### src/rtl/instr_fetch_unit_pkg.sv
// Shared types for the instruction-fetch front end: widths, fetch FSM states and the
// buffered fetch entry.
package instr_fetch_unit_pkg;

    localparam int unsigned INSTR_W = 32;
    localparam int unsigned ADDR_W  = 32;

    typedef enum logic [1:0] {
        StIdle,
        StBusy,
        StDrop
    } fetch_state_e;

    typedef struct packed {
        logic [INSTR_W-1:0] instr;
        logic [ADDR_W-1:0]  pc;
    } fetch_entry_t;

endpackage

### src/rtl/instr_fetch_unit_if.sv
// Instruction-memory read bus: valid/ready request channel plus an unthrottled response.
interface instr_fetch_unit_if;
    import instr_fetch_unit_pkg::*;

    logic               imem_req_valid;
    logic [ADDR_W-1:0]  imem_req_addr;
    logic               imem_req_ready;
    logic               imem_rsp_valid;
    logic [INSTR_W-1:0] imem_rsp_data;

    modport master (
        output imem_req_valid,
        output imem_req_addr,
        input  imem_req_ready,
        input  imem_rsp_valid,
        input  imem_rsp_data
    );

    modport slave (
        input  imem_req_valid,
        input  imem_req_addr,
        output imem_req_ready,
        output imem_rsp_valid,
        output imem_rsp_data
    );

endinterface

### src/rtl/instr_fetch_unit_fetch_buffer.sv
// Circular FIFO of fetch entries with flush; head is read directly from the storage registers.
module fetch_buffer
    import instr_fetch_unit_pkg::*;
#(
    parameter int unsigned Depth = 2
) (
    input  logic                       clk,
    input  logic                       reset,
    input  logic                       flush_i,
    input  logic                       push_i,
    input  fetch_entry_t               entry_i,
    input  logic                       pop_i,
    output fetch_entry_t               head_o,
    output logic                       valid_o,
    output logic [$clog2(Depth):0]     count_o
);

    localparam int unsigned PtrW = $clog2(Depth);
    localparam int unsigned CntW = PtrW + 1;

    fetch_entry_t    mem_q [Depth];
    logic [PtrW-1:0] wr_ptr_q, rd_ptr_q;
    logic [CntW-1:0] count_q;
    logic            do_pop;

    assign valid_o = (count_q != '0);
    assign do_pop  = pop_i & valid_o;
    assign count_o = count_q;
    assign head_o  = valid_o ? mem_q[rd_ptr_q] : '0;

    always_ff @(posedge clk) begin
        if (reset || flush_i) begin
            wr_ptr_q <= '0;
            rd_ptr_q <= '0;
            count_q  <= '0;
        end else begin
            if (push_i) begin
                wr_ptr_q <= wr_ptr_q + PtrW'(1);
            end
            if (do_pop) begin
                rd_ptr_q <= rd_ptr_q + PtrW'(1);
            end
            count_q <= count_q + CntW'(push_i) - CntW'(do_pop);
        end
    end

    // Storage needs no reset: it is only visible through valid_o-qualified reads.
    always_ff @(posedge clk) begin
        if (push_i && !flush_i && !reset) begin
            mem_q[wr_ptr_q] <= entry_i;
        end
    end

endmodule

### src/rtl/instr_fetch_unit.sv
// Fetch front end: owns the fetch PC, keeps at most one read in flight, buffers returned
// instructions for decode and squashes in-flight reads on redirect.
module instr_fetch_unit
    import instr_fetch_unit_pkg::*;
#(
    parameter logic [ADDR_W-1:0] RESET_PC  = 32'h0000_0000,
    parameter int unsigned       BUF_DEPTH = 2
) (
    input  logic                clk,
    input  logic                reset,
    input  logic                redirect_valid,
    input  logic [ADDR_W-1:0]   redirect_target,
    instr_fetch_unit_if.master  imem,
    output logic                if_valid,
    output logic [INSTR_W-1:0]  if_instr,
    output logic [ADDR_W-1:0]   if_pc,
    output logic [ADDR_W-1:0]   if_pc_plus4,
    input  logic                id_ready
);

    localparam int unsigned CntW = $clog2(BUF_DEPTH) + 1;
    localparam int unsigned OccW = CntW + 1;

    fetch_state_e      state_q, state_d;
    logic [ADDR_W-1:0] fetch_pc_q, fetch_pc_d;
    logic [ADDR_W-1:0] req_pc_q, req_pc_d;

    fetch_entry_t      head, push_entry;
    logic [CntW-1:0]   buf_count;
    logic [OccW-1:0]   occ;
    logic              pop, push, accept, rsp;
    logic              unused_tgt;

    assign unused_tgt = ^redirect_target[1:0];
    assign rsp        = imem.imem_rsp_valid;
    assign pop        = if_valid & id_ready;

    // Occupancy counts the live in-flight read so a response can never find the buffer full.
    assign occ = OccW'(buf_count) + OccW'(state_q == StBusy) - OccW'(pop);

    assign imem.imem_req_valid = !reset && !redirect_valid && (occ < OccW'(BUF_DEPTH)) &&
                                 ((state_q == StIdle) || rsp);
    assign imem.imem_req_addr  = fetch_pc_q;
    assign accept              = imem.imem_req_valid & imem.imem_req_ready;

    assign push             = (state_q == StBusy) && rsp && !redirect_valid;
    assign push_entry.instr = imem.imem_rsp_data;
    assign push_entry.pc    = req_pc_q;

    always_comb begin
        state_d    = state_q;
        fetch_pc_d = fetch_pc_q;
        req_pc_d   = req_pc_q;
        if (redirect_valid) begin
            fetch_pc_d = {redirect_target[ADDR_W-1:2], 2'b00};
            unique case (state_q)
                StBusy, StDrop: state_d = rsp ? StIdle : StDrop;
                default:        state_d = StIdle;
            endcase
        end else begin
            if (accept) begin
                fetch_pc_d = fetch_pc_q + ADDR_W'(4);
                req_pc_d   = fetch_pc_q;
            end
            unique case (state_q)
                StIdle: begin
                    if (accept) state_d = StBusy;
                end
                StBusy, StDrop: begin
                    if (rsp) state_d = accept ? StBusy : StIdle;
                end
                default: state_d = StIdle;
            endcase
        end
    end

    always_ff @(posedge clk) begin
        if (reset) begin
            state_q    <= StIdle;
            fetch_pc_q <= RESET_PC;
            req_pc_q   <= '0;
        end else begin
            state_q    <= state_d;
            fetch_pc_q <= fetch_pc_d;
            req_pc_q   <= req_pc_d;
        end
    end

    fetch_buffer #(
        .Depth (BUF_DEPTH)
    ) u_fetch_buffer (
        .clk     (clk),
        .reset   (reset),
        .flush_i (redirect_valid),
        .push_i  (push),
        .entry_i (push_entry),
        .pop_i   (pop),
        .head_o  (head),
        .valid_o (if_valid),
        .count_o (buf_count)
    );

    assign if_instr    = head.instr;
    assign if_pc       = head.pc;
    assign if_pc_plus4 = if_valid ? head.pc + ADDR_W'(4) : '0;

    a_rsp_while_idle: assert property (@(posedge clk) disable iff (reset)
        !(rsp && (state_q == StIdle)));

    a_req_aligned: assert property (@(posedge clk) disable iff (reset)
        imem.imem_req_valid |-> (imem.imem_req_addr[1:0] == 2'b00));

endmodule

### src/flat_wrapper.sv
// flat-port wrapper written by rule: the top's interface ports become plain ports
module instr_fetch_unit_flat import instr_fetch_unit_pkg::*;
#(
    parameter logic [ADDR_W-1:0] RESET_PC  = 32'h0000_0000,
    parameter int unsigned       BUF_DEPTH = 2
)
  (clk, reset, redirect_valid, redirect_target, if_valid, if_instr, if_pc, if_pc_plus4, id_ready, imem_imem_req_valid, imem_imem_req_addr, imem_imem_req_ready, imem_imem_rsp_valid, imem_imem_rsp_data);
  instr_fetch_unit_if imem_i ();
  input  logic clk;
  input  logic reset;
  input  logic redirect_valid;
  input  logic [ADDR_W-1:0] redirect_target;
  output logic if_valid;
  output logic [INSTR_W-1:0] if_instr;
  output logic [ADDR_W-1:0] if_pc;
  output logic [ADDR_W-1:0] if_pc_plus4;
  input  logic id_ready;
  output wire logic [$bits(imem_i.imem_req_valid)-1:0] imem_imem_req_valid;
  output wire logic [$bits(imem_i.imem_req_addr)-1:0] imem_imem_req_addr;
  input wire logic [$bits(imem_i.imem_req_ready)-1:0] imem_imem_req_ready;
  input wire logic [$bits(imem_i.imem_rsp_valid)-1:0] imem_imem_rsp_valid;
  input wire logic [$bits(imem_i.imem_rsp_data)-1:0] imem_imem_rsp_data;
  assign imem_imem_req_valid = imem_i.imem_req_valid;
  assign imem_imem_req_addr = imem_i.imem_req_addr;
  assign imem_i.imem_req_ready = imem_imem_req_ready;
  assign imem_i.imem_rsp_valid = imem_imem_rsp_valid;
  assign imem_i.imem_rsp_data = imem_imem_rsp_data;
  instr_fetch_unit #(.RESET_PC(RESET_PC), .BUF_DEPTH(BUF_DEPTH)) u_core (.clk(clk), .reset(reset), .redirect_valid(redirect_valid), .redirect_target(redirect_target), .imem(imem_i), .if_valid(if_valid), .if_instr(if_instr), .if_pc(if_pc), .if_pc_plus4(if_pc_plus4), .id_ready(id_ready));
endmodule
### config.mk
export PLATFORM = sky130hd
export DESIGN_NAME = instr_fetch_unit_flat
export DESIGN_NICKNAME = d
export VERILOG_FILES = /design/src/rtl/instr_fetch_unit_pkg.sv /design/src/rtl/instr_fetch_unit_if.sv /design/src/rtl/instr_fetch_unit_fetch_buffer.sv /design/src/rtl/instr_fetch_unit.sv /design/src/flat_wrapper.sv
export SDC_FILE = /design/constraint.sdc
export NUM_CORES = 1
export LEC_CHECK = 0
export BUFFER_PORTS_ARGS = -buffer_cell sky130_fd_sc_hd__buf_2
export CAP_MARGIN = 40
export CORE_MARGIN = 1
export CORE_UTILIZATION = 49
export DETAILED_ROUTE_END_ITERATION = 10
export PLACE_DENSITY = 0.76
export REMOVE_ABC_BUFFERS = 1
export SLEW_MARGIN = 0
export SYNTH_ARGS = -nofsm -noshare
export SYNTH_HDL_FRONTEND = slang
export SYNTH_SLANG_ARGS = --single-unit
### constraint.sdc
create_clock -name clk -period 5.6 [get_ports clk]
set_clock_uncertainty 0.1 [all_clocks]
set_input_delay 0.28 -clock clk [delete_from_list [all_inputs] [get_ports clk]]
set_output_delay 0.28 -clock clk [all_outputs]
set_load 0.05 [all_outputs]
==> impl_metrics.py <==
metrics = {
    "run_status": {
        "status": "finished, final reports clean",
    },
    "detailed_routing": {
        "wl_per_cell_um": 15.97,
        "ant_nets": 0,
        "viasPerCell": 5.378,
        "drc": 0,
        "vias": 6750,
        "first_pass_iters": 5,
        "met2_length_mm": 9.811,
        "met1_length_mm": 8.707,
        "wl_met3_um": 989,
        "drt-total-wl_mm": 20.04,
        "drtIter0Drc": 355,
        "top_layer_used": "met4",
    },
    "synthesis": {
        "synth-seq-cells": 191,
        "synth.most_common_cell": "edfxtp_1",
        "synth_area_leaders": "edfxtp_1 (42%), dfxtp_1 (15%), mux2i_1 (7.3%), nand2_1 (4.5%), nor2_1 (3.9%)",
        "synthesis.area_um2": 8796,
        "synth_area_per_cell_um2": 10.93,
        "synthArstFlopShare": 0,
        "yosys.area.top_type_share": 0.4233,
        "postSynthCellCount": 805,
        "synth_common_cells": "edfxtp_1 (124), nand2_1 (105), nor2_1 (91)",
        "ys_warn_count": 0,
        "yosysSeqAreaShare": 0.5758,
        "synth_cell_type_count": 63,
        "synth_flop_cell": "edfxtp_1",
        "yosysTopAreaCell": "edfxtp_1",
        "synth-edff-count": 124,
    },
    "sta": {
        "fin_hold_ws_ns": 0.02000,
        "finalSetupTns_ns": 0,
        "slew_violations": 0,
        "tightest_slew_ns": 0.8357,
        "rsz0062_at_grt": "no",
        "hold_viol_final": 0,
        "setup_viol": 0,
        "fin_crit_sh": 0.7211,
        "period_needed_ns": 4.038,
        "max_freq_ghz": 0.2476,
        "slew_headroom": 0.4428,
        "fin_ws_ns": 1.562,
    },
    "place": {
        "dpl_cell_area_um2": 9856,
        "dp.cells": 1185,
        "dp_slack_ns": 1.877,
        "hpwl_mm": 13.50,
        "place_congestion": 0.8987,
        "port-buffer-count": 191,
    },
    "worst_setup_path": {
        "reg2reg_to": "u_core.imem.imem_req_addr[9]",
        "worst_r2r_path_depth": 12,
        "worstPathRequired_ns": 5.22,
        "critPathKind": "reg -> out",
        "path_max_fanout": 44,
        "timing.rr.start": "u_core.u_fetch_buffer.count_o[1]",
        "arrival_ns": 3.66,
        "start_kind": "register",
        "crit_path_end_kind": "primary output",
        "r2r_setup_slack_ns": 1.87,
    },
    "clock_tree": {
        "clock_latency_ns": 0.42,
        "hold_buffers": 38,
        "postCtsSetupRepairBufs": 0,
        "path_clk_slew_ns": 0.07,
        "cts-root-buf": "clkbuf_16",
        "h-tree-depth": 4,
        "clock_path_buffers": 2,
        "ctsResizeCount": 0,
        "cts_tree": "yes",
        "cts_buffers": 17,
        "cts.sink_count": 191,
    },
    "global_route": {
        "grt_pass1_vias": 6329,
        "grt_overflow": 0,
        "grt_max_degree": 79,
        "grt_usage": 0.2173,
        "grt_first_pass_wirelength_mm": 31.00,
        "grt_antenna_before_repair": 0,
    },
    "floorplanning": {
        "start_util": 0.5050,
        "rows": 48,
        "die_x_um": 136.0,
        "core_area_um2": 17420,
        "dieHeight_um": 136.0,
        "io_pins": 200,
        "dieArea_um2": 18490,
    },
    "final_layout": {
        "utilization": 0.6216,
        "antenna_cells": 0,
        "area_growth_pct": 23.09,
        "nNetsFinal": 1096,
        "design_area_um2": 10830,
        "final_cells": 1255,
        "layout-drive-gt1-share": 0.2505,
        "fillers": 1493,
    },
    "power_and_ir_drop": {
        "powerDensity_nw_per_um2": 269.4,
        "vdd_ir_drop_max_mv": 0.2028,
        "leakagePower_nw": 4.132,
        "power_mw": 2.917,
    },
    "hold_path": {
        "hold_path_end": "u_core.imem.imem_req_addr[2]",
        "hp-class": "in -> reg",
        "min_from": "redirect_target[2]",
        "whs_path_depth": 3,
    },
    "flow_run": {
        "cap_violations": 0,
    },
}
## cell type report
| class | instances | area [um^2] | area share |
|---|---|---|---|
| Clock inverter | 12 | 122.6 | 0.01133 |
| Sequential cell | 191 | 5069 | 0.4682 |
| Inverter | 16 | 60.06 | 0.005547 |
| Tap cell | 225 | 281.5 | 0.02600 |
| Clock buffer | 20 | 467.9 | 0.04322 |
| Multi-Input combinational cell | 553 | 3422 | 0.3161 |
| Timing Repair Buffer | 238 | 1404 | 0.1297 |
## state kept, by name, indices dropped and copies added, names as in the netlist, named ones only
register and flops:
u_core.u_fetch_buffer.count_o 2, u_core.u_fetch_buffer.mem_q 124, u_core.state_q 2, u_core.req_pc_q 30, u_core.u_fetch_buffer.wr_ptr_q 1, u_core.imem.imem_req_addr 30, u_core.u_fetch_buffer.rd_ptr_q 1
## cells in the final DEF (no fill, tap or decap), types with 5 or more instances in the layout
master and count:
nand4_1 20, nor3_1 18, a21oi_1 55, buf_4 9, a211oi_1 7, and2_1 9
dlygate4sd3_1 38, conb_1 6, nand3_1 34, mux2i_1 64, nor2_1 90, mux2_2 9
nor4_1 12, nand2_1 105, xor2_1 14, clkbuf_16 18, buf_2 191, ha_1 8
and3_1 6, xnor2_1 15, o21ai_0 11, inv_1 15, a31oi_1 11, dfxtp_1 66
nand3b_1 5, edfxtp_1 124
## critical path, cell delays in order, from the launching register on
cell	delay, ns
dfxtp_4	0.77
mux2i_1	0.20
nor2_1	0.19
ha_1	0.24
nor4b_2	0.35
nand4_1	0.44
nor4_1	0.45
mux2_2	0.37
buf_2	0.22
## worst max-delay path by stage
stage	to	slack, ns	cells after the start
2_1_floorplan	u_core.imem.imem_req_addr[31]	-2.43	11
3_3_place_gp	u_core.imem.imem_req_addr[28]	1.92	11
3_5_place_dp	u_core.imem.imem_req_addr[26]	1.88	11
4_1_cts	if_pc_plus4[28]	1.47	8
5_1_grt	if_pc_plus4[28]	1.15	8
6_report	if_pc_plus4[28]	1.56	8
## metal layers
layer / GRT usage / vias up
met1: 0.2767 / 3148
met2: 0.3645 / 236
met3: 0.03020 / 32
met5: 0 / -
li1: - / 3334
met4: 0.1037 / 0
## power by group
| group | internal [mW] | total [mW] | switching, mW |
|---|---|---|---|
| Clock | 0.663 | 1.19 | 0.526 |
| Combinational | 0.0671 | 0.193 | 0.126 |
| Sequential | 1.51 | 1.54 | 0.0262 |
## cells by family after synthesis
logic type / synth area share
buffers and inverters: 0.03926
multiplexers: 0.08435
AO/OA/AOI/OAI: 0.07269
other: 0.0004263
flip-flops: 0.5758
AND/OR/NAND/NOR: 0.1849
adder cells (fa/ha/maj): 0.01366
XOR/XNOR: 0.02888
No activity file was read; power rests on OpenSTA's default activity.
